### src/rtl/fetch_pc_unit_if.sv
// rtl/fetch_pc_unit_if.sv - fetch request bus between the PC unit and instruction memory
//
// Purpose: carries one fetch request (address + valid) and the memory's ready.
// Signals:
//   req_valid  fetch request valid (PC unit -> memory)
//   req_ready  memory accepts the request (memory -> PC unit)
//   pc         request address, equal to the current PC (PC unit -> memory)
// Modports: master = PC unit side, slave = instruction-memory side.
interface fetch_pc_unit_if #(
  parameter int XLEN = 32
) ();
  logic            req_valid;
  logic            req_ready;
  logic [XLEN-1:0] pc;

  modport master (output req_valid, output pc, input req_ready);
  modport slave  (input req_valid, input pc, output req_ready);
endinterface

### src/rtl/fetch_pc_unit.sv
// rtl/fetch_pc_unit.sv - fetch-stage program counter with pending redirect and misalignment fault
//
// Purpose: holds the PC, issues it to instruction memory over a valid/ready
// handshake, and advances it by 4 or redirects it to PCImm/AluOut. Redirects
// arriving while a request is waiting on req_ready are parked in a one-entry
// buffer and applied on acceptance. Misaligned jump targets enter FAULT.
// Optional feature macro: PC_TRAP_EN (adds trap_req, trap_vec, epc).
// Ports:
//   clk, rst        clock, asynchronous active-low reset
//   bus (master)    req_valid / req_ready / pc fetch request
//   jump, jumpSel   redirect request and target select
//   PCImm, AluOut   candidate redirect targets
//   stall           suppresses issuing a new fetch request
//   fault_clr       leave FAULT, restart at RESET_VECTOR
//   pc4             pc + 4 (combinational, wrapping)
//   fault           high while in FAULT
//   fault_addr      misaligned target that caused the fault
//   trap_req, trap_vec, epc   (PC_TRAP_EN only) trap entry and saved PC
module fetch_pc_unit #(
  parameter int              XLEN         = 32,
  parameter logic [XLEN-1:0] RESET_VECTOR = '0,
  parameter int              IALIGN       = 4
) (
  input  logic            clk,
  input  logic            rst,
  fetch_pc_unit_if.master bus,
  input  logic            jump,
  input  logic [1:0]      jumpSel,
  input  logic [XLEN-1:0] PCImm,
  input  logic [XLEN-1:0] AluOut,
  input  logic            stall,
  input  logic            fault_clr,
  output logic [XLEN-1:0] pc4,
  output logic            fault,
  output logic [XLEN-1:0] fault_addr
`ifdef PC_TRAP_EN
  ,
  input  logic            trap_req,
  input  logic [XLEN-1:0] trap_vec,
  output logic [XLEN-1:0] epc
`endif
);

  typedef enum logic [1:0] {BOOT, RUN, FAULT} state_t;

  // Number of low target bits that must be zero for a legal target.
  localparam int ALIGN_W = (IALIGN == 2) ? 1 : 2;

  state_t          state_q, state_d;
  logic [XLEN-1:0] pc_q, pc_d;
  logic            pend_valid_q, pend_valid_d;
  logic [XLEN-1:0] pend_target_q, pend_target_d;
  logic [XLEN-1:0] fault_addr_q, fault_addr_d;
  logic            held_q, held_d;
  logic            req_valid;
  logic            stalled;
  logic [XLEN-1:0] target;
  logic            misaligned;
`ifdef PC_TRAP_EN
  logic [XLEN-1:0] epc_q, epc_d;
`endif

  assign pc4 = pc_q + {{(XLEN-3){1'b0}}, 3'd4};

  always_comb begin
    target = pc4;
    case (jumpSel)
      2'b01:   target = PCImm;
      2'b10:   target = AluOut;
      default: target = pc4;
    endcase
  end

  assign misaligned = (target[ALIGN_W-1:0] != '0);

  always_ff @(posedge clk or negedge rst) begin
    if (!rst) begin
      state_q       <= BOOT;
      pc_q          <= RESET_VECTOR;
      pend_valid_q  <= 1'b0;
      pend_target_q <= '0;
      fault_addr_q  <= '0;
      held_q        <= 1'b0;
`ifdef PC_TRAP_EN
      epc_q         <= '0;
`endif
    end else begin
      state_q       <= state_d;
      pc_q          <= pc_d;
      pend_valid_q  <= pend_valid_d;
      pend_target_q <= pend_target_d;
      fault_addr_q  <= fault_addr_d;
      held_q        <= held_d;
`ifdef PC_TRAP_EN
      epc_q         <= epc_d;
`endif
    end
  end

  always_comb begin
    state_d       = state_q;
    pc_d          = pc_q;
    pend_valid_d  = pend_valid_q;
    pend_target_d = pend_target_q;
    fault_addr_d  = fault_addr_q;
    held_d        = 1'b0;
    req_valid     = 1'b0;
    stalled       = 1'b0;
`ifdef PC_TRAP_EN
    epc_d         = epc_q;
`endif
    case (state_q)
      BOOT: state_d = RUN;

      RUN: begin
        // Once offered, a request stays up until accepted, regardless of stall.
        req_valid = held_q | ~stall;
        stalled   = req_valid & ~bus.req_ready;
        held_d    = stalled;
`ifdef PC_TRAP_EN
        if (trap_req) begin
          epc_d = pc_q;
          if (stalled) begin
            pend_valid_d  = 1'b1;
            pend_target_d = trap_vec;
          end else begin
            pc_d         = trap_vec;
            pend_valid_d = 1'b0;
          end
        end else
`endif
        if (jump && misaligned) begin
          state_d      = FAULT;
          fault_addr_d = target;
          pend_valid_d = 1'b0;
        end else if (jump && stalled) begin
          // The in-flight address must not change; park the newest target.
          pend_valid_d  = 1'b1;
          pend_target_d = target;
        end else if (jump) begin
          pc_d         = target;
          pend_valid_d = 1'b0;
        end else if (req_valid && bus.req_ready) begin
          pc_d         = pend_valid_q ? pend_target_q : pc4;
          pend_valid_d = 1'b0;
        end
      end

      FAULT: begin
`ifdef PC_TRAP_EN
        if (trap_req) begin
          epc_d        = fault_addr_q;
          pc_d         = trap_vec;
          pend_valid_d = 1'b0;
          state_d      = RUN;
        end else
`endif
        if (fault_clr) begin
          pc_d         = RESET_VECTOR;
          pend_valid_d = 1'b0;
          state_d      = RUN;
        end
      end

      default: state_d = BOOT;
    endcase
  end

  assign bus.req_valid = req_valid;
  assign bus.pc        = pc_q;
  assign fault         = (state_q == FAULT);
  assign fault_addr    = fault_addr_q;
`ifdef PC_TRAP_EN
  assign epc           = epc_q;
`endif

endmodule

### src/flat_wrapper.sv
// flat-port wrapper written by rule: the top's interface ports become plain ports
module fetch_pc_unit_flat 
#(
  parameter int              XLEN         = 32,
  parameter logic [XLEN-1:0] RESET_VECTOR = '0,
  parameter int              IALIGN       = 4
)
  (clk, rst, jump, jumpSel, PCImm, AluOut, stall, fault_clr, pc4, fault, fault_addr, bus_req_valid, bus_pc, bus_req_ready);
  fetch_pc_unit_if #(.XLEN(XLEN)) bus_i ();
  input  logic clk;
  input  logic rst;
  input  logic jump;
  input  logic [1:0] jumpSel;
  input  logic [XLEN-1:0] PCImm;
  input  logic [XLEN-1:0] AluOut;
  input  logic stall;
  input  logic fault_clr;
  output logic [XLEN-1:0] pc4;
  output logic fault;
  output logic [XLEN-1:0] fault_addr;
  output wire logic [$bits(bus_i.req_valid)-1:0] bus_req_valid;
  output wire logic [$bits(bus_i.pc)-1:0] bus_pc;
  input wire logic [$bits(bus_i.req_ready)-1:0] bus_req_ready;
  assign bus_req_valid = bus_i.req_valid;
  assign bus_pc = bus_i.pc;
  assign bus_i.req_ready = bus_req_ready;
  fetch_pc_unit #(.XLEN(XLEN), .RESET_VECTOR(RESET_VECTOR), .IALIGN(IALIGN)) u_core (.clk(clk), .rst(rst), .bus(bus_i), .jump(jump), .jumpSel(jumpSel), .PCImm(PCImm), .AluOut(AluOut), .stall(stall), .fault_clr(fault_clr), .pc4(pc4), .fault(fault), .fault_addr(fault_addr));
endmodule
### config.mk
export PLATFORM = sky130hd
export DESIGN_NAME = fetch_pc_unit_flat
export DESIGN_NICKNAME = d
export VERILOG_FILES = /design/src/rtl/fetch_pc_unit_if.sv /design/src/rtl/fetch_pc_unit.sv /design/src/flat_wrapper.sv
export SDC_FILE = /design/constraint.sdc
export NUM_CORES = 1
export LEC_CHECK = 0
export CORE_MARGIN = 8
export CORE_UTILIZATION = 40
export DETAILED_ROUTE_END_ITERATION = 7
export PLACE_DENSITY_LB_ADDON = 0.05
export SLEW_MARGIN = 5
export SYNTH_ARGS = -nofsm -noshare
export SYNTH_HDL_FRONTEND = slang
export SYNTH_SLANG_ARGS = --single-unit
### constraint.sdc
create_clock -name clk -period 3.1 [get_ports clk]
set_input_delay 0.31 -clock clk [delete_from_list [all_inputs] [get_ports clk]]
set_output_delay 0.31 -clock clk [all_outputs]
set_load 0.03 [all_outputs]
# [After elaboration in Yosys (flattened, before gate mapping)]
# Index checks and enable logic that the tools add are counted.
[op_classes] bitwise=5 eq_ne=10 n_reduce_logical=11 mux=19 addsub=1
[op_table] cell="$mux W32" n=6
[op_table] cell="$pmux W32 S2" n=2
[op_table] cell="$add A32 B3 Y32 const B" n=1
[op_table] cell="$mux W1" n=7
[op_table] cell="$ne A2 B2 Y1 const B" n=3
[op_table] cell="$pmux W2 S3" n=1
[op_table] cell="$reduce_and A3 Y1" n=2
[op_table] cell="$ne A5 B2 Y1 const B" n=1
[op_table] cell="$reduce_and A5 Y1" n=1
[op_table] cell="$eq A2 B1 Y1 const B" n=2
[op_table] cell="$eq A2 B2 Y1 const B" n=2
[op_table] cell="$mux W2" n=2
[op_table] cell="$reduce_and A2 Y1" n=2
[op_table] cell="$reduce_bool A2 Y1" n=2
[op_table] cell="$logic_and A1 B1 Y1" n=3
[op_table] cell="$ne A3 B2 Y1 const B" n=1
[op_table] cell="$not A1 Y1" n=3
[op_table] cell="$logic_not A2 Y1" n=1
[op_table] cell="$ne A2 B1 Y1 const B" n=1
[op_table] cell="$pmux W1 S2" n=1
[op_table] cell="$and A1 B1 Y1" n=1
[op_table] cell="$or A1 B1 Y1" n=1
[word_totals] out_inout_bits=98 regBits=100 in_bits=72

# [Longest topological paths before layout]
[logic_depth] ltp_word=8 depth_mapped=11

# [Worst setup path after synthesis]
# OpenSTA, ideal clock, no wires.
[synth_timing] path_type="register -> register" start="register u_core.pc_q[2] (netlist: u_core.bus.pc[2])" end="register u_core.pc_q[26] (netlist: u_core.bus.pc[26])" setup_slack_ns=0.408 n_path_buf=1 setup_time_ns=0.089 t_arrival_ns=2.603 path_stages_with_launch=9 cell_sequence="dfrtp_1 -> ha_1 -> buf_2 -> nand4_2 -> nand4b_2 -> nor2_1 -> xor2_1 -> o21ai_0 -> o211ai_1"
[synth_between] elab_chain_len=7
[synth_lines] element="from (decl)" line_no="fetch_pc_unit.sv:50" rtl="logic [XLEN-1:0] pc_q, pc_d;"
[synth_lines] element="from (signal assigned)" line_no="fetch_pc_unit.sv:89" rtl="pc_q <= pc_d;"
[synth_lines] element="$add A32 B3 Y32 (*)" line_no="fetch_pc_unit.sv:63" rtl="assign pc4 = pc_q + {{(XLEN-3){1'b0}}, 3'd4};"
[synth_lines] element="via pc4[26]" line_no="flat_wrapper.sv:18" rtl="output logic [XLEN-1:0] pc4;"
[synth_lines] element="$mux W32" line_no="fetch_pc_unit.sv:144" rtl="pc_d = pend_valid_q ? pend_target_q : pc4;"
[synth_lines] element="$mux W32" line_no="fetch_pc_unit.sv:143" rtl="end else if (req_valid && bus.req_ready) begin"
[synth_lines] element="$mux W32 (*)" line_no="fetch_pc_unit.sv:140" rtl="end else if (jump) begin"
[synth_lines] element="$mux W32 (*)" line_no="fetch_pc_unit.sv:136" rtl="end else if (jump && stalled) begin"
[synth_lines] element="$mux W32 (*)" line_no="fetch_pc_unit.sv:132" rtl="if (jump && misaligned) begin"
[synth_lines] element="$pmux W32 S2 (*)" line_no="fetch_pc_unit.sv:112" rtl="case (state_q)"
# The timed path passes the listed nets; every way through them passes the cells marked *. The select of a mux whose other input is x is not followed.
# A chain may end at the register's enable or synchronous reset.

# [Worst setup path after layout]
[layout_timing] start="register u_core.pc_q[5] (netlist: u_core.bus.pc[5])" end="output port pc4[13]"
[layout_between] elab_chain_len=1
[layout_lines] element="$add A32 B3 Y32" line_no="fetch_pc_unit.sv:63"
[layout_lines] element="to (decl)" line_no="flat_wrapper.sv:18"
# Every way passes these cells.

==> results.toml <==
[finish]
postLayoutCoreUtil = 0.565
fillerInstances = 1316
antenna_cells = 0
seqCellArea_um2 = 2500
layout_commonest_cell = "clkdlybuf4s50_1"
mostFrequentLayoutCells = "158 x clkdlybuf4s50_1, 99 x dfrtp_1, 77 x nand2_1"
drive_above_1_share = 0.128
syn2layout_area_growth_pct = 40.6
finalNetCount = 864
multiInputGateArea_um2 = 2960

[synth]
synth_warnings = 0
synth-edff-count = 0
async_reset_ff_frac = 1.00
synthDistinctLibCells = 58
ys.flop_type = "dfrtp_1"
syn-cell-area_um2 = 5750
synth_seq_cells = 100
ys_seq_area_frac = 0.435
postSynthAreaPerCell_um2 = 9.34
syn_inst = 616
synthesis.nets = 695

[critical_path]
worstPathMaxFanout = 8
crit_path_start_kind = "register"
cp.arrival_ps = 2680
rr_worst_depth = 8
cp.required_ps = 2790
endpoint_kind = "output pin"
criticalPathCategory = "reg -> out"

[floorplanning]
die_area_um2 = 18500
start_util = 0.402
die_y_um = 136
dieWidth_um = 136
row_count = 44
ios = 170
core_um2 = 14300

[power_and_ir_drop]
seqPwrFrac = 0.289
combPwrFrac = 0.572
power_density_nw_per_um2 = 989
internal-power_mw = 4.32
switching_share = 0.460
pwr-share-clk = 0.139
p_switching_mw = 3.68
ir_drop_mv = 0.420
power.leakage_nw = 3.57
p_total_mw = 8.00

[detailed_routing]
wl_per_cell_um = 20.2
viasPerCell = 5.62
wl_mm = 19.7
postRouteAntennaNets = 0
drc = 0
drt_iter0_markers = 475
dr.pass1.iters = 5
vias = 5477

[clock_tree]
insertion_delay_ps = 350
clk_path_buf_depth = 2
cts_tree = "yes"
cts.sinks = 100
ctsHoldBuffers = 0
cts_root_buf = "clkbuf_16"
clkTransAtPathRegs_ps = 70
numCtsBuffers = 9
ctsHtreeMaxLevel = 3

[status]
status = "complete, no violations"

[timing]
hold_viol = 0
final_max_slew_viol_count = 0
max_freq_ghz = 0.334
period_minus_slack_ps = 2990
grt_setup_unrepaired = "no"
setup_viol = 0
slew_headroom = 0.340
skew_ps = 5.43
setup_tns_ps = 0
fin_crit_sh = 0.965
worst_pin_slew_ps = 990

[grt]
first_global_vias = 5646
grt_pass1_wl_mm = 31.1
antenna_found_initial = 0
grtUsageTotal = 0.214
overflow = 0
grt_start_max_net_pins = 74

[placement]
dp_hpwl_mm = 14.4
gp_congestion = 0.846
io_buffers = 169

[min_path]
hold_class = "in -> async"

[run]
max-cap-violations = 0
-- kinds of logic (layout without fill, tap and decap cells) --
logic type               Yosys count  in the layout  synth area share
AO/OA/AOI/OAI                    191            191             0.223
multiplexers                      37             37            0.0700
adder cells (fa/ha/maj)            7              7            0.0152
XOR/XNOR                          26             26            0.0396
AND/OR/NAND/NOR                  179            179             0.162
flip-flops                       100            100             0.435
buffers and inverters             76            250            0.0546
-- registers in the layout, summed over array words and instances (netlist names) --
name / cells
u_core.state_q: 2
u_core.bus.pc: 32
u_core.pend_valid_q: 1
u_core.fault_addr: 32
u_core.held_q: 1
u_core.pend_target_q: 32
-- power by group through the flow --
stage          Clock (mW)  Combinational [mW]  Sequential (mW)
2_1_floorplan           0                2.05             2.91
3_3_place_gp            0                4.55             2.30
3_5_place_dp            0                4.62             2.32
4_1_cts              1.14                4.61             2.30
5_1_grt              1.18                4.92             2.39
6_report             1.11                4.57             2.31
-- synthesized netlist by cell type (12+ instances only) --
cell,n,area [um^2]
dfrtp_1,100,2500
a221oi_1,12,105
nand2_1,78,293
a221o_1,18,180
a21oi_1,24,120
xor2_1,15,131
inv_1,27,101
mux2_2,26,293
clkbuf_1,31,116
nor2_1,29,109
a22o_1,14,123
o21ai_0,74,370
-- worst paths after layout --
check | startpoint | endpoint | slack (ps)
worst min-delay path | rst | u_core.fault_addr[5]$_DFFE_PN0P_ | 110
max in group asynchronous | rst | u_core.bus.pc[18]$_DFFE_PN0P_ | 2150
worst max register to register | u_core.bus.pc[2]$_DFFE_PN0P_ | u_core.pend_target_q[30]$_DFFE_PN0P_ | 440
worst max-delay path | u_core.bus.pc[5]$_DFFE_PN0P_ | pc4[13] | 110
min in group clk | u_core.fault_addr[5]$_DFFE_PN0P_ | u_core.fault_addr[5]$_DFFE_PN0P_ | 480
worst min register to register | u_core.fault_addr[5]$_DFFE_PN0P_ | u_core.fault_addr[5]$_DFFE_PN0P_ | 480
-- worst max-delay path: stages (launching register included) --
cell and delay (ps):
dfrtp_1 440, and4_1 340, buf_4 200, and3_1 230
nand3_1 110, xnor2_1 270, clkdlybuf4s50_1 730
-- layout make-up --
cell class,instances,share of cell area
Timing Repair Buffer,206,0.247
Clock inverter,4,0.00278
Sequential cell,100,0.310
Multi-Input combinational cell,440,0.366
Clock buffer,12,0.0329
Tap cell,184,0.0285
Inverter,28,0.0130
-- metal layers --
metal,part of all wire,up-vias,track usage
met5,0,-,0
met4,0.023,0,0.0836
met3,0.075,30,0.0488
met2,0.47,204,0.345
met1,0.43,2667,0.273
li1,-,2576,-
-- timing repair --
action | CTS | global route
gates resized for setup | 8 | 2
setup endpoints to repair | 7 | 7
pin swaps | 0 | 1
buffers inserted | 0 | 4
-- metrics by stage --
stage               worst slack [ps]  hold slack (ps)  cell area [um^2]  cells
floorplan                        408             14.4              5750    616
global placement                 211              455              7740    954
detailed placement               122              467              7740    954
CTS                             49.2              153              8040    970
global route                    8.64              207              8090    974
finish                           110              106              8090    974
(Power assumes the default switching activity.)
